===== src/rtl/instruction_fetch_pkg.sv =====
// Shared definitions for the fetch stage: opcode/register encodings,
// instruction field positions, the NOP word and fetch-action encoding.
package instruction_fetch_pkg;

    localparam int ADDR_W  = 16;
    localparam int INSTR_W = 28;

    // Instruction field positions
    localparam int OPCODE_MSB = 27;
    localparam int OPCODE_LSB = 24;
    localparam int DST_MSB    = 23;
    localparam int DST_LSB    = 16;

    // Opcode encodings
    typedef enum logic [3:0] {
        OP_NOP = 4'h0,
        OP_STO = 4'h1,
        OP_ADD = 4'h2,
        OP_SUB = 4'h3,
        OP_LD  = 4'h4,
        OP_JMP = 4'h8
    } opcode_e;

    // Register encodings for the destination field
    typedef enum logic [7:0] {
        REG_R0 = 8'h00,
        REG_R1 = 8'h01,
        REG_R2 = 8'h02,
        REG_R3 = 8'h03
    } reg_e;

    // All-zero word decodes as NOP
    localparam logic [INSTR_W-1:0] NOP_INSTR = {OP_NOP, 24'h000000};

    // What the fetch stage does on the coming edge
    typedef enum logic [1:0] {
        ACT_ISSUE    = 2'd0,
        ACT_HOLD     = 2'd1,
        ACT_REDIRECT = 2'd2,
        ACT_JUMP     = 2'd3
    } fetch_action_e;

    // Opcode field of an instruction word
    function automatic logic [3:0] get_opcode(input logic [INSTR_W-1:0] instr);
        return instr[OPCODE_MSB:OPCODE_LSB];
    endfunction

    // JMP target: destination field zero-extended to an address
    function automatic logic [ADDR_W-1:0] get_jmp_target(input logic [INSTR_W-1:0] instr);
        return {8'h00, instr[DST_MSB:DST_LSB]};
    endfunction

endpackage


===== src/rtl/instruction_fetch_if.sv =====
// Bus between the fetch stage, its program ROM and the decode stage.
interface instruction_fetch_if #(
    parameter int ADDR_W  = 16,
    parameter int INSTR_W = 28
);
    logic [ADDR_W-1:0]  oRomAddress;
    logic [INSTR_W-1:0] iRomInstruction;
    logic               iStall;
    logic               iBranchTaken;
    logic [ADDR_W-1:0]  iBranchTarget;
    logic [INSTR_W-1:0] oInstruction;
    logic               oInstrValid;
    logic [ADDR_W-1:0]  oInstrPC;
    logic [15:0]        oFetchCount;

    modport master (
        output oRomAddress, oInstruction, oInstrValid, oInstrPC, oFetchCount,
        input  iRomInstruction, iStall, iBranchTaken, iBranchTarget
    );

    modport slave (
        input  oRomAddress, oInstruction, oInstrValid, oInstrPC, oFetchCount,
        output iRomInstruction, iStall, iBranchTaken, iBranchTarget
    );
endinterface


===== src/rtl/instruction_fetch_pc_next_logic.sv =====
// Combinational next-PC selector: redirect > stall > JMP > sequential.
module pc_next_logic
    import instruction_fetch_pkg::*;
#(
    parameter int ADDR_W = 16
) (
    input  logic [ADDR_W-1:0] pc,
    input  logic              stall,
    input  logic              redirect,
    input  logic [ADDR_W-1:0] redirect_target,
    input  logic              jmp_detect,
    input  logic [ADDR_W-1:0] jmp_target,
    output logic [ADDR_W-1:0] next_pc,
    output fetch_action_e     action
);

    // Priority mux choosing the next PC and the action for the IR side
    always_comb begin
        next_pc = pc;
        action  = ACT_HOLD;
        if (redirect) begin
            next_pc = redirect_target;
            action  = ACT_REDIRECT;
        end else if (stall) begin
            next_pc = pc;
            action  = ACT_HOLD;
        end else if (jmp_detect) begin
            next_pc = jmp_target;
            action  = ACT_JUMP;
        end else begin
            next_pc = pc + ADDR_W'(1);
            action  = ACT_ISSUE;
        end
    end

endmodule


===== src/rtl/instruction_fetch.sv =====
// Fetch stage: PC register drives the ROM, fetched word is registered into
// the IR. Unconditional JMPs are resolved here and never issued downstream.
module instruction_fetch
    import instruction_fetch_pkg::*;
#(
    parameter int                ADDR_W   = 16,
    parameter int                INSTR_W  = 28,
    parameter logic [ADDR_W-1:0] RESET_PC = 16'd0
) (
    input  logic                 Clock,
    input  logic                 Reset,
    instruction_fetch_if.master  bus
);

    logic [ADDR_W-1:0]  pc_r;
    logic [INSTR_W-1:0] ir_r;
    logic               valid_r;
    logic [ADDR_W-1:0]  instr_pc_r;
    logic [15:0]        count_r;

    logic [ADDR_W-1:0]  next_pc_s;
    fetch_action_e      action_s;
    logic               jmp_s;
    logic [ADDR_W-1:0]  jmp_target_s;

    assign jmp_s        = (get_opcode(bus.iRomInstruction) == OP_JMP);
    assign jmp_target_s = ADDR_W'(bus.iRomInstruction[DST_MSB:DST_LSB]);

    pc_next_logic #(
        .ADDR_W (ADDR_W)
    ) u_pc_next (
        .pc              (pc_r),
        .stall           (bus.iStall),
        .redirect        (bus.iBranchTaken),
        .redirect_target (bus.iBranchTarget),
        .jmp_detect      (jmp_s),
        .jmp_target      (jmp_target_s),
        .next_pc         (next_pc_s),
        .action          (action_s)
    );

    // PC, IR, valid, issue PC and fetch counter update
    always_ff @(posedge Clock or posedge Reset) begin
        if (Reset) begin
            pc_r       <= RESET_PC;
            ir_r       <= NOP_INSTR;
            valid_r    <= 1'b0;
            instr_pc_r <= {ADDR_W{1'b0}};
            count_r    <= 16'd0;
        end else begin
            pc_r <= next_pc_s;
            case (action_s)
                ACT_REDIRECT: begin
                    valid_r <= 1'b0;
                end
                ACT_HOLD: begin
                    valid_r <= valid_r;
                end
                ACT_JUMP: begin
                    valid_r    <= 1'b0;
                    instr_pc_r <= pc_r;
                end
                ACT_ISSUE: begin
                    ir_r       <= bus.iRomInstruction;
                    instr_pc_r <= pc_r;
                    valid_r    <= 1'b1;
                    count_r    <= count_r + 16'd1;
                end
                default: begin
                    valid_r <= 1'b0;
                end
            endcase
        end
    end

    assign bus.oRomAddress  = pc_r;
    assign bus.oInstruction = ir_r;
    assign bus.oInstrValid  = valid_r;
    assign bus.oInstrPC     = instr_pc_r;
    assign bus.oFetchCount  = count_r;

endmodule


===== src/flat_wrapper.sv =====
// flat-port wrapper written by rule: the top's interface ports become plain ports
module instruction_fetch_flat import instruction_fetch_pkg::*;
#(
    parameter int                ADDR_W   = 16,
    parameter int                INSTR_W  = 28,
    parameter logic [ADDR_W-1:0] RESET_PC = 16'd0
)
  (Clock, Reset, bus_oRomAddress, bus_oInstruction, bus_oInstrValid, bus_oInstrPC, bus_oFetchCount, bus_iRomInstruction, bus_iStall, bus_iBranchTaken, bus_iBranchTarget);
  instruction_fetch_if #(.ADDR_W(ADDR_W), .INSTR_W(INSTR_W)) bus_i ();
  input  logic Clock;
  input  logic Reset;
  output wire logic [$bits(bus_i.oRomAddress)-1:0] bus_oRomAddress;
  output wire logic [$bits(bus_i.oInstruction)-1:0] bus_oInstruction;
  output wire logic [$bits(bus_i.oInstrValid)-1:0] bus_oInstrValid;
  output wire logic [$bits(bus_i.oInstrPC)-1:0] bus_oInstrPC;
  output wire logic [$bits(bus_i.oFetchCount)-1:0] bus_oFetchCount;
  input wire logic [$bits(bus_i.iRomInstruction)-1:0] bus_iRomInstruction;
  input wire logic [$bits(bus_i.iStall)-1:0] bus_iStall;
  input wire logic [$bits(bus_i.iBranchTaken)-1:0] bus_iBranchTaken;
  input wire logic [$bits(bus_i.iBranchTarget)-1:0] bus_iBranchTarget;
  assign bus_oRomAddress = bus_i.oRomAddress;
  assign bus_oInstruction = bus_i.oInstruction;
  assign bus_oInstrValid = bus_i.oInstrValid;
  assign bus_oInstrPC = bus_i.oInstrPC;
  assign bus_oFetchCount = bus_i.oFetchCount;
  assign bus_i.iRomInstruction = bus_iRomInstruction;
  assign bus_i.iStall = bus_iStall;
  assign bus_i.iBranchTaken = bus_iBranchTaken;
  assign bus_i.iBranchTarget = bus_iBranchTarget;
  instruction_fetch #(.ADDR_W(ADDR_W), .INSTR_W(INSTR_W), .RESET_PC(RESET_PC)) u_core (.Clock(Clock), .Reset(Reset), .bus(bus_i));
endmodule

===== config.mk =====
export PLATFORM = sky130hd
export DESIGN_NAME = instruction_fetch_flat
export DESIGN_NICKNAME = d
export VERILOG_FILES = /design/src/rtl/instruction_fetch_pkg.sv /design/src/rtl/instruction_fetch_if.sv /design/src/rtl/instruction_fetch_pc_next_logic.sv /design/src/rtl/instruction_fetch.sv /design/src/flat_wrapper.sv
export SDC_FILE = /design/constraint.sdc
export NUM_CORES = 1
export LEC_CHECK = 0
export CELL_PAD_IN_SITES_DETAIL_PLACEMENT = 2
export CELL_PAD_IN_SITES_GLOBAL_PLACEMENT = 2
export CORE_ASPECT_RATIO = 0.7
export CORE_UTILIZATION = 24
export DETAILED_ROUTE_END_ITERATION = 10
export GPL_TIMING_DRIVEN = 0
export PLACE_DENSITY_LB_ADDON = 0.1
export SYNTH_ARGS = -nofsm -noshare
export SYNTH_HDL_FRONTEND = slang
export SYNTH_SLANG_ARGS = --single-unit

===== constraint.sdc =====
create_clock -name Clock -period 2.3 [get_ports Clock]
set_clock_uncertainty 0.1 [all_clocks]
set_input_delay 0.23 -clock Clock [delete_from_list [all_inputs] [get_ports Clock]]
set_output_delay 0.23 -clock Clock [all_outputs]
set_load 0.1 [all_outputs]

# After elaboration in Yosys (flattened, before gate mapping)
# Cells that the tools add are included.
[totals]
regBits = 77
in_bits = 48
output_inout_bits = 77
elab_cells = 22
[op_classes]
n_addsub = 2
n_eq_ne = 5
mux = 7
n_reduce_logical = 3
[ops]
columns = ["operator", "n"]
rows = [
  ["16-bit two-way mux", 3],
  ["16-bit by 1-bit adder with 16-bit output (second input constant)", 2],
  ["2-bit two-way mux", 3],
  ["2-bit == test (second input constant)", 2],
  ["4-bit == test (second input constant)", 1],
  ["2-bit OR reduction", 2],
  ["2-bit by 1-bit == test with 1-bit output (second input constant)", 1],
  ["2-bit logical NOT", 1],
  ["2-bit by 1-bit != test with 1-bit output (second input constant)", 1],
  ["1-bit one-hot mux with 2 select lines", 1],
]

# Logic depth before layout (Yosys ltp)
# Gate-level depths: netlist (run 1).
[depth]
depth_word = 7
mapped_depth = 6
mapped_depth_nobuf = 5

# By module
# Synthesis (run 1) repeated with hierarchy kept, for this count alone.
[hier_totals]
cells_unflattened = 311
hier_area_um2 = 3721.1
[modules_own_cells]
columns = ["module", "instances", "cells_per_inst", "area_per_inst_um2", "seq_area_each_um2"]
rows = [
  ["instruction_fetch", 1, 185, 2905.3, 1926.8],
  ["pc_next_logic", 1, 126, 815.8, 0.0],
]

# Worst setup path before layout (run 1)
# Ideal clock, no wire load.
[synth_timing]
path_kind = "flip-flop to flip-flop"
startpoint = "register u_core.pc_r[0], in the netlist u_core.bus.oRomAddress[0]"
endpoint = "register u_core.pc_r[10], in the netlist u_core.bus.oRomAddress[10]"
t_arrival_ns = 2.149
required_time_ns = 2.062
path_slack_ns = -0.087
path_stages_with_launch = 6
n_path_buf = 0
path_cell_list = "dfrtp_1 > ha_1 > nand3_1 > nor4_1 > mux2i_1 > o211ai_1"
[synth_between]
elab_chain_len = 4
[synth_lines]
columns = ["element", "line", "source"]
rows = [
  ["start, declared", "instruction_fetch.sv:15", "logic [ADDR_W-1:0] pc_r;"],
  ["start signal, assigned", "instruction_fetch.sv:51", "pc_r <= next_pc_s;"],
  ["16-bit by 1-bit adder with 16-bit output", "instruction_fetch_pc_next_logic.sv:31", "next_pc = pc + ADDR_W'(1);"],
  ["16-bit two-way mux", "instruction_fetch_pc_next_logic.sv:27", "end else if (jmp_detect) begin"],
  ["16-bit two-way mux", "instruction_fetch_pc_next_logic.sv:24", "end else if (stall) begin"],
  ["16-bit two-way mux", "instruction_fetch_pc_next_logic.sv:21", "if (redirect) begin"],
]
# Every way passes these cells. The select of a mux whose other input is x is not followed.
# A chain may end at the register's enable or synchronous reset.

# Worst setup path after layout (run 1)
[layout_timing]
startpoint = "register u_core.count_r[3], in the netlist u_core.bus.oFetchCount[3]"
endpoint = "output bus_oFetchCount[3]"
[layout_lines]
columns = ["element", "line", "source"]
rows = [
  ["start, declared", "instruction_fetch.sv:19", "logic [15:0] count_r;"],
  ["start signal, assigned", "instruction_fetch.sv:67", "count_r <= count_r + 16'd1;"],
  ["end, declared", "flat_wrapper.sv:16", "output wire logic [$bits(bus_i.oFetchCount)-1:0] bus_oFetchCount;"],
]
# No word-level cell between the ends.

==> flow_metrics.env, run 1 <==
export IMPL_ios=125
export IMPL_overflow=0
export IMPL_synthXorXnorAreaFrac=0.0598
export IMPL_status="finished clean"
export IMPL_p_per_area_nw_per_um2=1070
export IMPL_rows=36
export IMPL_cp_cell_sequence="clkdlybuf4s50_1"
export IMPL_clk_path_buf_depth=2
export IMPL_start_util=0.249
export IMPL_fin_nets=545
export IMPL_yosys_area_top_type="dfrtp_1"
export IMPL_maxCapViolCount=0
export IMPL_cts_max_level=3
export IMPL_worst_path_largest_cell_delay_ps=1160
export IMPL_dieArea_sq_um=15100
export IMPL_clkPwrFrac=0.268
export IMPL_start_kind="register"
export IMPL_root_buffer="clkbuf_16"
export IMPL_muxShareOfSynthArea=0.0662
export IMPL_clk_pin_slew_ps=70
export IMPL_irDropWorstVdd_mv=0.374
export IMPL_pwr_share_comb=0.424
export IMPL_synth_simple_area_share=0.236
export IMPL_finalWeightedCongestion=0.714
export IMPL_ant_nets=0
export IMPL_fin_cells=690
export IMPL_relSlewSlack=0.327
export IMPL_seq_power_share=0.308
export IMPL_cts_hold_buf=0
export IMPL_vias=3186
export IMPL_crit_path_max_fanout=4
export IMPL_setup_viol=0
export IMPL_cts_tree="built"
export IMPL_met1_usage=0.233
export IMPL_synthToLayoutAreaGrowth_pct=52.9
export IMPL_grt_util_met2=0.264
export IMPL_n_antenna_cell=0
export IMPL_grt_busiest_layer="met2"
export IMPL_drc=0
export IMPL_dp_cells=671
export IMPL_endpoint_kind="output pin"
export IMPL_synth_seq_cells=77
export IMPL_cts_buffers=9
export IMPL_switching_power_mw=2.67
export IMPL_synth_top_family_by_area="simple AND/OR/NAND/NOR gates"
export IMPL_final_common_cell="nand2_1"
export IMPL_gr_usage_all_layers=0.170
export IMPL_synthArstFlopShare=1.00
export IMPL_wl_per_cell_um=17.9
export IMPL_fin_crit_ps=2220
export IMPL_synthAdderAreaFrac=0.00712
export IMPL_max_freq_mhz=451
export IMPL_synth_edf_count=0
export IMPL_p_leak_nw=2.41
export IMPL_p_int_mw=3.07
export IMPL_netlist_area_sq_um=3520
export IMPL_yosysTopAreaCellShare=0.548
export IMPL_wl_um=12300
export IMPL_crit_arrival_ps=1890
export IMPL_antenna_found_initial=0
export IMPL_synth_compound_area_share=0.0548
export IMPL_first_global_vias=3441
export IMPL_portBuffers=123
export IMPL_timing_critical_path_buf_inv=1
export IMPL_rrSetupSlack_ps=270
export IMPL_grt_max_degree=29
export IMPL_rsz0062_at_grt="no"
export IMPL_core_sq_um=14100
export IMPL_grtUsageMet3=0.0478
export IMPL_viasPerCell=4.62
export IMPL_finalHoldViolations=0
export IMPL_grt_first_pass_wirelength_um=19500
export IMPL_synthFlopType="dfrtp_1"
export IMPL_required_ps=1970
export IMPL_yosysUniqueCellTypes=39
export IMPL_slowest_stage="clkdlybuf4s50_1"
export IMPL_hold_slack_ps=197
export IMPL_maxSlewViolCount=0
export IMPL_seq_area_frac_synth=0.548
export IMPL_yosys_warnings=0
export IMPL_swShare=0.465
export IMPL_drt_pass1_iterations=4
export IMPL_worst_slew_pin_slew_ps=1010
export IMPL_clk_latency_ps=340
export IMPL_timing_final_crit_share=0.964
export IMPL_place_hpwl_um=9030
export IMPL_final_cell_mix="113 x nand2_1, 99 x clkdlybuf4s50_1, 75 x dfrtp_1, 18 x mux2_2"
export IMPL_synthTopCellsByArea="dfrtp_1 55%, nand2_1 12%, mux2_2 5.8%"
export IMPL_netlist_instances=356
export IMPL_avgSynthCellArea_sq_um=9.88
export IMPL_dieHeight_um=103
export IMPL_die_width_um=147
export IMPL_syn_nets=406
export IMPL_hp_class="input port to asynchronous set/reset pin"
export IMPL_drtIter0Drc=95
export IMPL_path_class="register to output pin"
export IMPL_drive_gt1_frac=0.108
export IMPL_cts_sinks=77
export IMPL_cp_top_family="buffers and inverters"
area by class of cell:
type                       count  area [sq um]
fill                        1530          8720
sequential                    77          1930
multi-input combinational    258          1500
timing repair buffer         128          1290
tap                          190           238
clock buffer                  10           229
clock inverter                 6          87.6
buffer                        18          87.6
inverter                       3          15.0
routing by layer:
layer,vias to the layer above,part of all wire
met3,15,0.049
met1,1599,0.50
met4,0,0.013
met5,-,0
li1,1494,-
met2,78,0.44
power by group through the flow:
stage | clock [mW] | combinational, mW | sequential (mW)
after CTS | 1.59 | 2.45 | 1.77
after global placement | 0 | 2.45 | 1.78
after detailed placement | 0 | 2.47 | 1.80
after floorplan | 0 | 0.339 | 3.24
final | 1.54 | 2.43 | 1.77
after global routing | 1.64 | 2.53 | 1.80
metrics by stage:
stage	util	power [mW]	worst slack, ps	cell area (sq um)	setup TNS [ps]
after global routing	0.381	5.97	19.4	5380	0
after floorplan	-	3.57	5.80	3520	0
after CTS	0.378	5.82	1.20	5340	0
after global placement	0.354	4.23	-536	4990	-17220
final	0.381	5.74	81.9	5380	0
after detailed placement	0.357	4.27	-592	5030	-20060
cell families after synthesis:
kind of cell	after synthesis
AO/OA/AOI/OAI	28
buffers and inverters	21
multiplexers	21
XOR/XNOR	24
adder cells (fa/ha/maj)	2
flip-flops	77
AND/OR/NAND/NOR	183
Yosys cell counts, types with 2 or more instances:
| cell | instances |
|---|---|
| nand2_1 | 113 |
| dfrtp_1 | 77 |
| mux2_2 | 18 |
| xnor2_1 | 17 |
| nand3_1 | 13 |
| nor2_1 | 13 |
| nor3_1 | 11 |
| nor4_1 | 10 |
| buf_2 | 7 |
| clkbuf_1 | 7 |
| nand4_1 | 7 |
| xor2_1 | 7 |
| a21oi_1 | 5 |
| o21ai_0 | 5 |
| o221ai_1 | 4 |
| a221o_1 | 3 |
| buf_4 | 3 |
| inv_1 | 3 |
| mux2i_1 | 3 |
| nor2b_1 | 3 |
| o21ai_1 | 3 |
| a22oi_1 | 2 |
| and3_1 | 2 |
| and4_1 | 2 |
| ha_1 | 2 |
| nor3b_1 | 2 |
| o211ai_1 | 2 |
worst reg2reg max path: stages, from the launching register on:
cell and delay (ps):
dfrtp_2 490, ha_1 260, nand3_1 280, nor4_1 130, or4b_2 620, nand3_1 90
flip-flops by register name, summed over array words and instances, names as in the netlist:
signal,flops
u_core.bus.oInstrPC,16
u_core.bus.oFetchCount,16
u_core.bus.oInstruction,28
u_core.bus.oInstrValid,1
u_core.bus.oRomAddress,16
what timing repair did:
action                                  in CTS  in global routing
hold endpoints to repair                     0                  0
endpoints found under the setup margin      44                 13
setup buffers                                0                  3
resized for setup                           18                  7
pin swaps                                    0                  1
path summary, 6_finish.rpt:
kind                       depth (start not counted)                                endpoint                                   start
setup / recovery                                   1                      bus_oFetchCount[3]   u_core.bus.oFetchCount[3]$_DFFE_PP0P_
hold / removal                                     2      u_core.bus.oInstrPC[3]$_DFFE_PP0P_                                   Reset
setup reg to reg                                   5  u_core.bus.oRomAddress[12]$_DFFE_PP0P_   u_core.bus.oRomAddress[0]$_DFFE_PP0P_
hold reg to reg                                    1  u_core.bus.oFetchCount[15]$_DFFE_PP0P_  u_core.bus.oFetchCount[15]$_DFFE_PP0P_
max in group asynchronous                          4      u_core.bus.oInstrPC[9]$_DFFE_PP0P_                                   Reset
min in group Clock                                 4      u_core.bus.oInstrValid$_DFFE_PP0P_                              bus_iStall
(Power assumes the default switching activity.)
==> run 2: changes to the inputs <==
- SLEW_MARGIN: not set -> 20
==> results of run 2 <==
Same layout as run 1: the final DEF is identical, and so are final timing and power.
==> run 3: changes to the inputs <==
- TNS_END_PERCENT: not set -> 5
==> run 3 against run 2 <==
- register-to-register slack worse by 80 ps
- routed wire length fell by 0.58%
- global-route usage decreased by 0.065 points
- via count increased by 0.63%
- final cell count down 0.29%
- sequential power about the same
- worst hold slack got worse by 51 ps
- first-iteration DRC count fell by 19%
==> flow_metrics.env, run 3 (synthesized netlist as in run 1, its figures left out) <==
export IMPL_cp_top_family="buffers and inverters"
export IMPL_irDropWorstVdd_mv=0.458
export IMPL_cts_max_level=3
export IMPL_ant_nets=0
export IMPL_hold_slack_ps=147
export IMPL_final_cell_mix="113 x nand2_1, 100 x clkdlybuf4s50_1, 76 x dfrtp_1, 18 x mux2_2"
export IMPL_slowest_stage="clkdlybuf4s50_1"
export IMPL_grt_first_pass_wirelength_um=19500
export IMPL_clk_latency_ps=340
export IMPL_fillers=1544
export IMPL_timing_final_crit_share=0.983
export IMPL_fin_util=0.379
export IMPL_n_antenna_cell=0
export IMPL_root_buffer="clkbuf_16"
export IMPL_cts_sinks=77
export IMPL_finalHoldViolations=0
export IMPL_drc=0
export IMPL_gr_usage_all_layers=0.169
export IMPL_worst_slew_pin_slew_ps=1010
export IMPL_fin_nets=543
export IMPL_dieHeight_um=103
export IMPL_ios=125
export IMPL_worst_path_largest_cell_delay_ps=1170
export IMPL_multi_input_area_sq_um=1500
export IMPL_p_leak_nw=2.40
export IMPL_status="finished clean"
export IMPL_finalWeightedCongestion=0.686
export IMPL_wl_per_cell_um=17.8
export IMPL_p_per_area_nw_per_um2=1040
export IMPL_rows=36
export IMPL_rsz0062_at_grt="no"
export IMPL_dieArea_sq_um=15100
export IMPL_required_ps=1970
export IMPL_vias=3206
export IMPL_postCtsSetupRepairBufs=0
export IMPL_path_class="register to output pin"
export IMPL_start_util=0.249
export IMPL_start_kind="register"
export IMPL_cts_buffers=9
export IMPL_drt_pass1_iterations=5
export IMPL_final_common_cell="nand2_1"
export IMPL_fin_crit_ps=2260
export IMPL_first_global_vias=3425
export IMPL_grt_max_degree=32
export IMPL_portBuffers=123
export IMPL_setup_viol=0
export IMPL_max_freq_mhz=442
export IMPL_clk_path_buf_depth=2
export IMPL_core_sq_um=14100
export IMPL_fin_setup_tns_ps=0
export IMPL_maxSlewViolCount=0
export IMPL_largest_reg_flops=28
export IMPL_timing_critical_path_buf_inv=1
export IMPL_preCtsSetupSlack_ps=-513
export IMPL_clk_pin_slew_ps=60
export IMPL_crit_arrival_ps=1930
export IMPL_drive_gt1_frac=0.104
export IMPL_cp_cell_sequence="clkdlybuf4s50_1"
export IMPL_drtIter0Drc=77
export IMPL_viasPerCell=4.66
export IMPL_cts_hold_buf=0
export IMPL_antenna_found_initial=0
export IMPL_relSlewSlack=0.324
export IMPL_maxCapViolCount=0
export IMPL_wl_um=12300
export IMPL_crit_path_max_fanout=4
export IMPL_hp_class="input port to asynchronous set/reset pin"
export IMPL_overflow=0
export IMPL_setup_slack_ps=38.6
export IMPL_endpoint_kind="output pin"
export IMPL_place_hpwl_um=9170
export IMPL_die_width_um=147
export IMPL_synthToLayoutAreaGrowth_pct=52.0
export IMPL_cts_tree="built"
export IMPL_ff_latch_area_sq_um=1930
## run 3: routing by layer
metal / vias to the layer above / GRT usage / part of all wire
met5: - / 0 / 0
met4: 0 / 0.0433 / 0.0091
met3: 10 / 0.0456 / 0.051
met2: 75 / 0.269 / 0.46
met1: 1636 / 0.230 / 0.48
li1: 1485 / - / -
## run 3: layout make-up
class                           count  area share
Clock buffer                       10      0.0447
Timing Repair Buffer              126       0.243
Inverter                            3     0.00281
Clock inverter                      6     0.00726
Multi-Input combinational cell    258       0.280
Tap cell                          190      0.0445
Sequential cell                    77       0.361
Buffer                             18      0.0164
## run 3: repair_timing
action,4_1_cts,5_1_grt
resized for setup,18,6
pin swaps,0,0
endpoints found under the setup margin,34,6
## run 3: final timing paths
check | startpoint | to | slack (ps) | depth (start not counted)
setup / recovery | u_core.bus.oFetchCount[3]$_DFFE_PP0P_ | bus_oFetchCount[3] | 40 | 1
min in group Clock | bus_iRomInstruction[3] | u_core.bus.oInstruction[3]$_DFFE_PP0P_ | 320 | 3
max in group asynchronous | Reset | u_core.bus.oRomAddress[0]$_DFFE_PP0P_ | 1350 | 4
hold / removal | Reset | u_core.bus.oInstruction[9]$_DFFE_PP0P_ | 150 | 2
setup reg to reg | u_core.bus.oRomAddress[1]$_DFFE_PP0P_ | u_core.bus.oRomAddress[10]$_DFFE_PP0P_ | 190 | 5
hold reg to reg | u_core.bus.oFetchCount[15]$_DFFE_PP0P_ | u_core.bus.oFetchCount[15]$_DFFE_PP0P_ | 380 | 1
## run 3: power breakdown
part	switching [mW]	internal [mW]
Combinational	1.87	0.563
Sequential	0.211	1.56
Clock	0.587	0.757
Total	2.67	2.88
## run 3: through the flow
step	power, mW	instance area (sq um)	instances
floorplan	3.57	3520	356
global placement	4.23	4990	669
detailed placement	4.28	5060	672
CTS	5.64	5330	688
global route	5.76	5350	688
finish	5.55	5350	688
